===== config.mk =====
export PLATFORM = sky130hd
export DESIGN_NAME = irq_ctrl
export DESIGN_NICKNAME = d
export VERILOG_FILES = /design/src/rtl/irq_ctrl.sv
export SDC_FILE = /design/constraint.sdc
export NUM_CORES = 1
export LEC_CHECK = 0
export BUFFER_PORTS_ARGS = -buffer_cell sky130_fd_sc_hd__clkbuf_2
export CORE_MARGIN = 1.5
export CORE_UTILIZATION = 47
export CTS_CLUSTER_SIZE = 20
export DETAILED_ROUTE_END_ITERATION = 8
export PLACE_DENSITY = 0.79
export SETUP_SLACK_MARGIN = 0.4
export SYNTH_ARGS = -nofsm -noshare
export SYNTH_HDL_FRONTEND = slang
export SYNTH_SLANG_ARGS = --single-unit

===== constraint.sdc =====
create_clock -name CLOCK -period 1.4 [get_ports CLOCK]
set_clock_uncertainty 0.05 [all_clocks]
set_input_delay 0.21 -clock CLOCK [delete_from_list [all_inputs] [get_ports CLOCK]]
set_output_delay 0.21 -clock CLOCK [all_outputs]
set_load 0.02 [all_outputs]

===== src/rtl/irq_ctrl.sv =====
// Parametrised interrupt controller: synchronised edge/toggle triggers, masking,
// fixed-priority nesting with in-service tracking, overrun flags and a CPU handshake.
module irq_ctrl #(
  parameter int unsigned         CHANNELS   = 3,
  parameter logic [15:0]         VEC_BASE   = 16'h0000,
  parameter int unsigned         VEC_STRIDE = 2,
  parameter logic [CHANNELS-1:0] RISE_MASK  = {CHANNELS{1'b0}}
) (
  input  logic                CLOCK,
  input  logic                RESET,
  input  logic [CHANNELS-1:0] IRQ,
  input  logic                I_INTF,
  input  logic                I_ACK,
  input  logic                I_EOI,
  input  logic                I_MASK_WE,
  input  logic [CHANNELS-1:0] I_MASK,
  input  logic                I_OVR_CLR,
  output logic                O_IRQ_REQ,
  output logic [15:0]         O_VECTOR,
  output logic [3:0]          O_CHANNEL,
  output logic [CHANNELS-1:0] O_PENDING,
  output logic [CHANNELS-1:0] O_IN_SERVICE,
  output logic [CHANNELS-1:0] O_OVERRUN,
  output logic [CHANNELS-1:0] O_MASK
);

  localparam int unsigned CW = 4;
  localparam int unsigned VW = 16;

  typedef enum logic {IDLE, REQUEST} state_t;

  state_t              state;
  logic [CHANNELS-1:0] sync1, sync2, prev;
  logic [CHANNELS-1:0] pending, in_service, overrun, mask;
  logic [1:0]          guard;
  logic [CW-1:0]       channel;
  logic [VW-1:0]       vector;

  logic                guard_done_c;
  logic [CHANNELS-1:0] event_c, sel_c, ack_vec_c, eoi_vec_c;
  logic                ack_c, sel_masked_c;
  logic                cand_valid_c, cand_blocked_c;
  logic [CW-1:0]       cand_idx_c;

  function automatic logic [VW-1:0] vec_of(input logic [CW-1:0] ch);
    logic [31:0] v;
    v = 32'(VEC_BASE) + (32'(ch) + 32'd1) * 32'(VEC_STRIDE);
    return v[VW-1:0];
  endfunction

  // Event detection is held off until the synchroniser has settled after reset
  assign guard_done_c = (guard == 2'd3);

  always_comb begin
    event_c = '0;
    if (guard_done_c)
      event_c = ((sync2 ^ prev) & ~RISE_MASK) | (sync2 & ~prev & RISE_MASK);
  end

  assign sel_c        = CHANNELS'(1) << channel;
  assign sel_masked_c = |(sel_c & mask);
  assign ack_c        = (state == REQUEST) && I_ACK;
  assign ack_vec_c    = ack_c ? sel_c : '0;
  // Lowest set in-service bit is the innermost (highest-priority) active handler
  assign eoi_vec_c    = I_EOI ? (in_service & (~in_service + CHANNELS'(1))) : '0;

  // Any in-service bit at or above a channel's priority blocks it and everything below
  always_comb begin
    cand_valid_c   = 1'b0;
    cand_blocked_c = 1'b0;
    cand_idx_c     = '0;
    for (int i = 0; i < int'(CHANNELS); i++) begin
      cand_blocked_c = cand_blocked_c | in_service[i];
      if (!cand_valid_c && !cand_blocked_c && pending[i] && !mask[i]) begin
        cand_valid_c = 1'b1;
        cand_idx_c   = CW'(i);
      end
    end
  end

  always_ff @(posedge CLOCK) begin
    if (RESET) begin
      state      <= IDLE;
      sync1      <= '0;
      sync2      <= '0;
      prev       <= '0;
      guard      <= 2'd0;
      pending    <= '0;
      in_service <= '0;
      overrun    <= '0;
      mask       <= '1;
      channel    <= '0;
      vector     <= vec_of('0);
    end else begin
      sync1 <= IRQ;
      sync2 <= sync1;
      prev  <= sync2;
      if (!guard_done_c) guard <= guard + 2'd1;

      // A simultaneous ACK clears the old request, so a new event on that channel is not an overrun
      pending    <= (pending & ~ack_vec_c) | event_c;
      overrun    <= (I_OVR_CLR ? '0 : overrun) | (event_c & pending & ~ack_vec_c);
      in_service <= (in_service & ~eoi_vec_c) | ack_vec_c;
      if (I_MASK_WE) mask <= I_MASK;

      case (state)
        IDLE: begin
          if (I_INTF && cand_valid_c) begin
            state   <= REQUEST;
            channel <= cand_idx_c;
            vector  <= vec_of(cand_idx_c);
          end
        end
        REQUEST: begin
          if (ack_c) state <= IDLE;
          else if (!I_INTF || sel_masked_c) state <= IDLE;
        end
        default: state <= IDLE;
      endcase
    end
  end

  assign O_IRQ_REQ    = (state == REQUEST);
  assign O_VECTOR     = vector;
  assign O_CHANNEL    = channel;
  assign O_PENDING    = pending;
  assign O_IN_SERVICE = in_service;
  assign O_OVERRUN    = overrun;
  assign O_MASK       = mask;

endmodule


======== Word-level counts from Yosys, hierarchy flattened ========
Cells that the tools add are included.
storage, ports and cells
  input bits .............................. 13
  bits in registers ....................... 43
cells by class
  shift-type cells ........................ 1
  equal/unequal tests ..................... 1
  reduce and logical (&&, ||, !) cells .... 22
  add/sub/neg operators ................... 3
  mux-type cells .......................... 13
  bitwise logic cells ..................... 16
operators by type and width
  operator               number
  $and A3 B3 Y3          6
  $mux W3                4
  $logic_and A1 B1 Y1    10
  $logic_not A1 Y1       9
  $not A3 Y3             3
  $or A3 B3 Y3           3
  $mux W1                7
  $shl A1 B4 Y3 const A  1
  $add A2 B1 Y3 const B  1
  $add A3 B1 Y3 const B  1
  $reduce_or A3 Y1       1
  $xor A3 B3 Y3          1
  $add A2 B1 Y2 const B  1
  $eq A2 B2 Y1 const B   1
  $mux W2                1
  $or A1 B1 Y1           2
  $pmux W1 S2            1
  $reduce_and A2 Y1      1
  $logic_or A1 B1 Y1     1
  $not A1 Y1             1

======== Depth between registers and ports, before layout ========
  depth after elaboration ................. 17
  mapped depth ............................ 4
  gate-level depth less buffers ........... 3

======== Least setup slack after synthesis ========
Ideal clock, no wire load.
  kind .................................... reg2reg
  start point ............................. reg pending[2], in the netlist O_PENDING[2]
  end point ............................... reg vector[3], in the netlist O_VECTOR[3]
  slack ................................... 132 ps
  arrival ................................. 1103 ps
  stages on the path, launching flop included .. 4
  required time ........................... 1235 ps
  cell sequence ........................... dfxtp_1 > nor3b_1 > o21ai_1 > and3_1
between the ends
  word-level cells in the longest chain between the ends .. 5
ends and longest elaborated chain
  item                                                   RTL line  text
  from (decl)                                            34        logic [CHANNELS-1:0] pending, in_service, overrun, mask;
  from (signal assigned)                                 101       pending <= (pending & ~ack_vec_c) | event_c;
  $logic_and A1 B1 Y1 (*) (2 in a row)                   74        if (!cand_valid_c && !cand_blocked_c && pending[i] && !mask[i]) begin
  branches (longest 3 deep; another with $add A2 B1 Y3)  n/a
  to (signal assigned)                                   93        vector <= vec_of('0);
  to (signal assigned)                                   111       vector <= vec_of(cand_idx_c);
  to (decl)                                              37        logic [VW-1:0] vector;
Mark *: on every way between the ends.
A chain may end at the register's enable or synchronous reset.

======== Final worst setup path ========
  start point ............................. reg in_service[0], in the netlist O_IN_SERVICE[0]
  end point ............................... reg vector[3], in the netlist O_VECTOR[3]
between the ends
  word-level cells in the longest chain between the ends .. 16
ends and longest elaborated chain
  item                                                       RTL line  text
  from (decl)                                                34
  from (signal assigned)                                     103       in_service <= (in_service & ~eoi_vec_c) | ack_vec_c;
  branches (longest 16 deep; another with $logic_not A1 Y1)  n/a
Parallel ways; which one is timed is not known.

==> metrics list <==
- In this run the cell area of the synthesized design comes to 1204 um2.
- Final setup violation count: 0
- Run status: complete, no violations
- The tree built by TritonCTS fans out to 29 sinks.
- Entering global routing, the biggest net connects 17 pins.
* Vias in the first global route: around 850
- The share of total power dissipated in sequential elements is a little under three fifths.
* Clock-pin transition on the worst setup and hold timing paths: ~90 ps
- Ordered list of cells on the worst path: buf_6 > nor2_2 > a31oi_1 > and3_1
- Summing the areas of all and, or, nand and nor instances in the mapped netlist gives 20.69% of the synthesized area.
- In this run the power density over the cells is around 900 nW/um2.
- Fin worst setup slack: 140.7 ps
- The number of antenna diodes in the final layout is 0.
* Max cap viols: 0
- First DRT Iteration DRCs: 20
- The first global-routing pass estimated ~3700 um of wire.
* CP endpoint kind: flop
* Post-detailed-route count of antenna-violating nets: 0
- By startpoint and endpoint, the worst setup path is classified as reg2reg.
* Post-synthesis sequential element count: 29
* Cell count after synthesis: roughly 120
- After detailed routing, the number of vias per cell comes to 5.173.
* Fraction of the mapped netlist area in adder cells: ~1.0%
- The Yosys step of the flow raised 0 warnings.
- No sink is reached through more buffers than the 2 on the longest clock path.
- After synthesis, the share of flip-flops with an asynchronous set or reset is 0%.
* Initial standard-cell utilization of the core: between 40% and 50%
- For met1 alone, demand over resource in global routing was between 20% and 30%.
* Number of enable flip-flop cells after synthesis: 0
- Horizontal die dimension: approximately 54 um
- Number of primary I/O pins: between 40 and 50
- Buf+Inv Stages, Crit Path: 1
* Layout cells sized above 1: around 50%
* Internal power component: around 1.1 mW
* Proportion of netlist area held by the largest area contributor: about half
* Logic depth of the worst register-to-register path: 4
- TritonCTS built the clock tree.
- Time the worst path needs with I/O delays and setup: 1259 ps
- Antenna violations before repair: 0
- Psw: 0.4301 mW
- Global routing consumed, over all layers together, between 10% and 20% of the routing resources.
* Net switching fraction of the power: approximately 28%
- Primary flip-flop cell chosen by synthesis mapping: sky130_fd_sc_hd__dfxtp_1
* Overall power of the completed layout: approximately 1.6 mW
* Final core utilization: approximately 72%
- Final hold violation count: 0
- Global routing consumed, on the met2 layer, between 20 and 30% of the routing resources.
* Final-report max-slew violation count: 0
- RSZ-0062 raised after global routing: true
- The critical path crosses 4 cells after its start point.
* DR pass1 iterations: 4
- Clk root buf: sky130_fd_sc_hd__clkbuf_4
- Leading post-synthesis cells by cell area: sky130_fd_sc_hd__dfxtp_1 48%, sky130_fd_sc_hd__buf_4 9.4%, sky130_fd_sc_hd__nor2b_1 7.3%
* Proportion of power drawn by combinational gates: a little over an eighth
* Leakage power: 0.7474 nW
* DP Wirelength: 1618 um
- Placeable core region: roughly 2500 um2
- Data on the critical path is required at its endpoint by approximately 1600 ps.
- Row generation in the floorplan step produced 18 rows.
- Maximum resistive drop on vdd: between 0.6 and 0.7 mV
* Total negative setup slack: 0 ps
- Achievable clock frequency: between 700 and 800 MHz
* Worst reg-to-reg setup slack: roughly 140 ps
- Worst Hold End: O_MASK[0]
- At the end of routability-driven placement, the weighted congestion stood at between 0.8 and 0.9.
- In the synthesized netlist, mux cells make up 1.663% of the area.
- The tightest min-delay check is of the in2reg type.
- Yosys cell types: 36
- Post-DR wirelength/cell: 15.04 um
* Number of remaining DRC errors: 0
* Overflow left after global routing: 0
- STA classifies the critical path startpoint as a flop.
* Quantity of I/O buffers inserted on ports: 30
- The synthesized netlist devotes ~14% of its cell area to compound gates.
* Setup Slack @ Placement: about 150 ps
- GRT busiest layer: met2
* Parity-gate share of the synthesized area counting xor and xnor cells: roughly 2.9%
- Period Utilization, post-route: 89.95%
- Clock buffers created by TritonCTS: 5
- Startpoint of the most critical hold path: I_MASK[0]
- Share of synthesized area occupied by flip-flops and latches: approximately 48%
* Peak fanout along the critical path: 3
- Family with the most delay on the worst path: flip-flops
* Worst EP arrival: 1480 ps
* Layout area overhead: 46.78%
- Worst reg2reg endpoint: O_VECTOR[3]
- Post-Syn Area per Cell: 9.866 um2
- Critical Path Slowest Stage Cell: sky130_fd_sc_hd__dfxtp_4
- By area, the combinational part of the netlist is dominated by simple AND/OR/NAND/NOR gates.
- Die ar.: approximately 2900 um2
- Hold repair after CTS inserted 0 buffers.
* Height of the die: roughly 54 um
* Count of H-tree levels built during CTS: 2
* Cell accounting for the most synthesized area: sky130_fd_sc_hd__dfxtp_1
* Part of the total power dissipated in the clock network: between 30 and 40%
- For this run, the post-layout net count is 180.
- On the worst path, the slowest cell contributes a delay of between 300 and 400 ps.
- The later pin in the worst-skew pair is clocked with a latency of around 330 ps.
- The routed layout has a little over 1000 vias.
* Total Routed Length: around 3000 um
- The worst hold path passes through 2 cells.
- Reg2reg start: O_IN_SERVICE[0]
* GR Util met3: under 10%
[worst max-delay path by stage]
| stage | startpoint | end |
|---|---|---|
| after global placement | O_IRQ_REQ | O_VECTOR[3] |
| final | O_IN_SERVICE[0] | O_VECTOR[3] |
| after CTS | O_IN_SERVICE[0] | O_CHANNEL[0] |
| after global routing | O_IN_SERVICE[0] | O_VECTOR[3] |
| after detailed placement | O_IRQ_REQ | O_VECTOR[3] |
| after floorplan | O_IRQ_REQ | O_VECTOR[3] |
[metal layers]
layer  vias up  part of all wire [%]
li1        479                     -
met1       488                    40
met2        47                    53
met3         5                   5.2
met4         0                   1.8
met5         -                     0
[cell type report]
cell class | instances | area, um2
Multi-Input combinational cell | 86 | 629.4
Timing Repair Buffer | 42 | 412.9
Fill cell | 161 | 688.2
Clock inverter | 2 | 10.01
Tap cell | 30 | 37.54
Sequential cell | 29 | 628.1
Inverter | 2 | 7.507
Clock buffer | 6 | 41.29
[repair_timing]
item	4_1_cts	5_1_grt
buffers inserted	6	5
gates resized for setup	46	51
pin swaps	9	6
endpoints found under the setup margin	32	34
[metrics by stage]
step	cell area (um2)	hold WS (ps)	instances
floorplan	1280	277.9	136
global placement	1335	367.7	178
detailed placement	1335	373.7	178
CTS	1594	37.04	192
global route	1767	31.28	197
finish	1767	39.91	197
[kinds of logic after synthesis]
group	Yosys count
AND/OR/NAND/NOR	39
flip-flops	29
AO/OA/AOI/OAI	25
buffers and inverters	21
XOR/XNOR	4
multiplexers	2
adder cells (fa/ha/maj)	1
other	1
[layout by cell type, fill, tap and decap left out, drive strengths merged, types with 2 or more instances in the layout]
cell    netlist  routed
buf          17      30
dfxtp        29      29
clkbuf        2      18
conb          1      15
nor2b        14      14
a21oi         8       8
nor2          5       5
nand2         5       5
xor2          4       4
o21ai         3       3
a211o         3       3
o31ai         3       3
a31oi         2       2
nand4b        2       2
mux2i         2       2
or3b          2       2
inv           2       2
clkinv        0       2
nand2b        2       2
[flip-flops by register name, indices dropped and copies added, names as in the netlist]
register and flops:
O_VECTOR 3, O_OVERRUN 3, guard 2, O_PENDING 3
O_IN_SERVICE 3, O_IRQ_REQ 1, O_CHANNEL 2, O_MASK 3
sync1 3, prev 3, sync2 3
[synth_stat cells (2+ instances only)]
library cell,number
sky130_fd_sc_hd__buf_4,15
sky130_fd_sc_hd__nor2_1,5
sky130_fd_sc_hd__o31ai_1,3
sky130_fd_sc_hd__dfxtp_1,29
sky130_fd_sc_hd__buf_2,2
sky130_fd_sc_hd__nor2b_1,14
sky130_fd_sc_hd__nand2b_1,2
sky130_fd_sc_hd__or3b_1,2
sky130_fd_sc_hd__o21ai_1,2
sky130_fd_sc_hd__nand2_1,5
sky130_fd_sc_hd__inv_1,2
sky130_fd_sc_hd__a31oi_1,2
sky130_fd_sc_hd__mux2i_1,2
sky130_fd_sc_hd__clkbuf_1,2
sky130_fd_sc_hd__a21oi_1,8
sky130_fd_sc_hd__a211o_1,3
sky130_fd_sc_hd__nand4b_1,2
sky130_fd_sc_hd__xor2_1,4
[power by group through the flow]
stage	Combinational [mW]	Sequential, mW	Clock [mW]
2_1_floorplan	0.150	0.902	0
3_3_place_gp	0.158	0.894	0
3_5_place_dp	0.164	0.897	0
4_1_cts	0.188	0.884	0.482
5_1_grt	0.233	0.883	0.522
6_report	0.211	0.879	0.471
(Power assumes the default switching activity.)
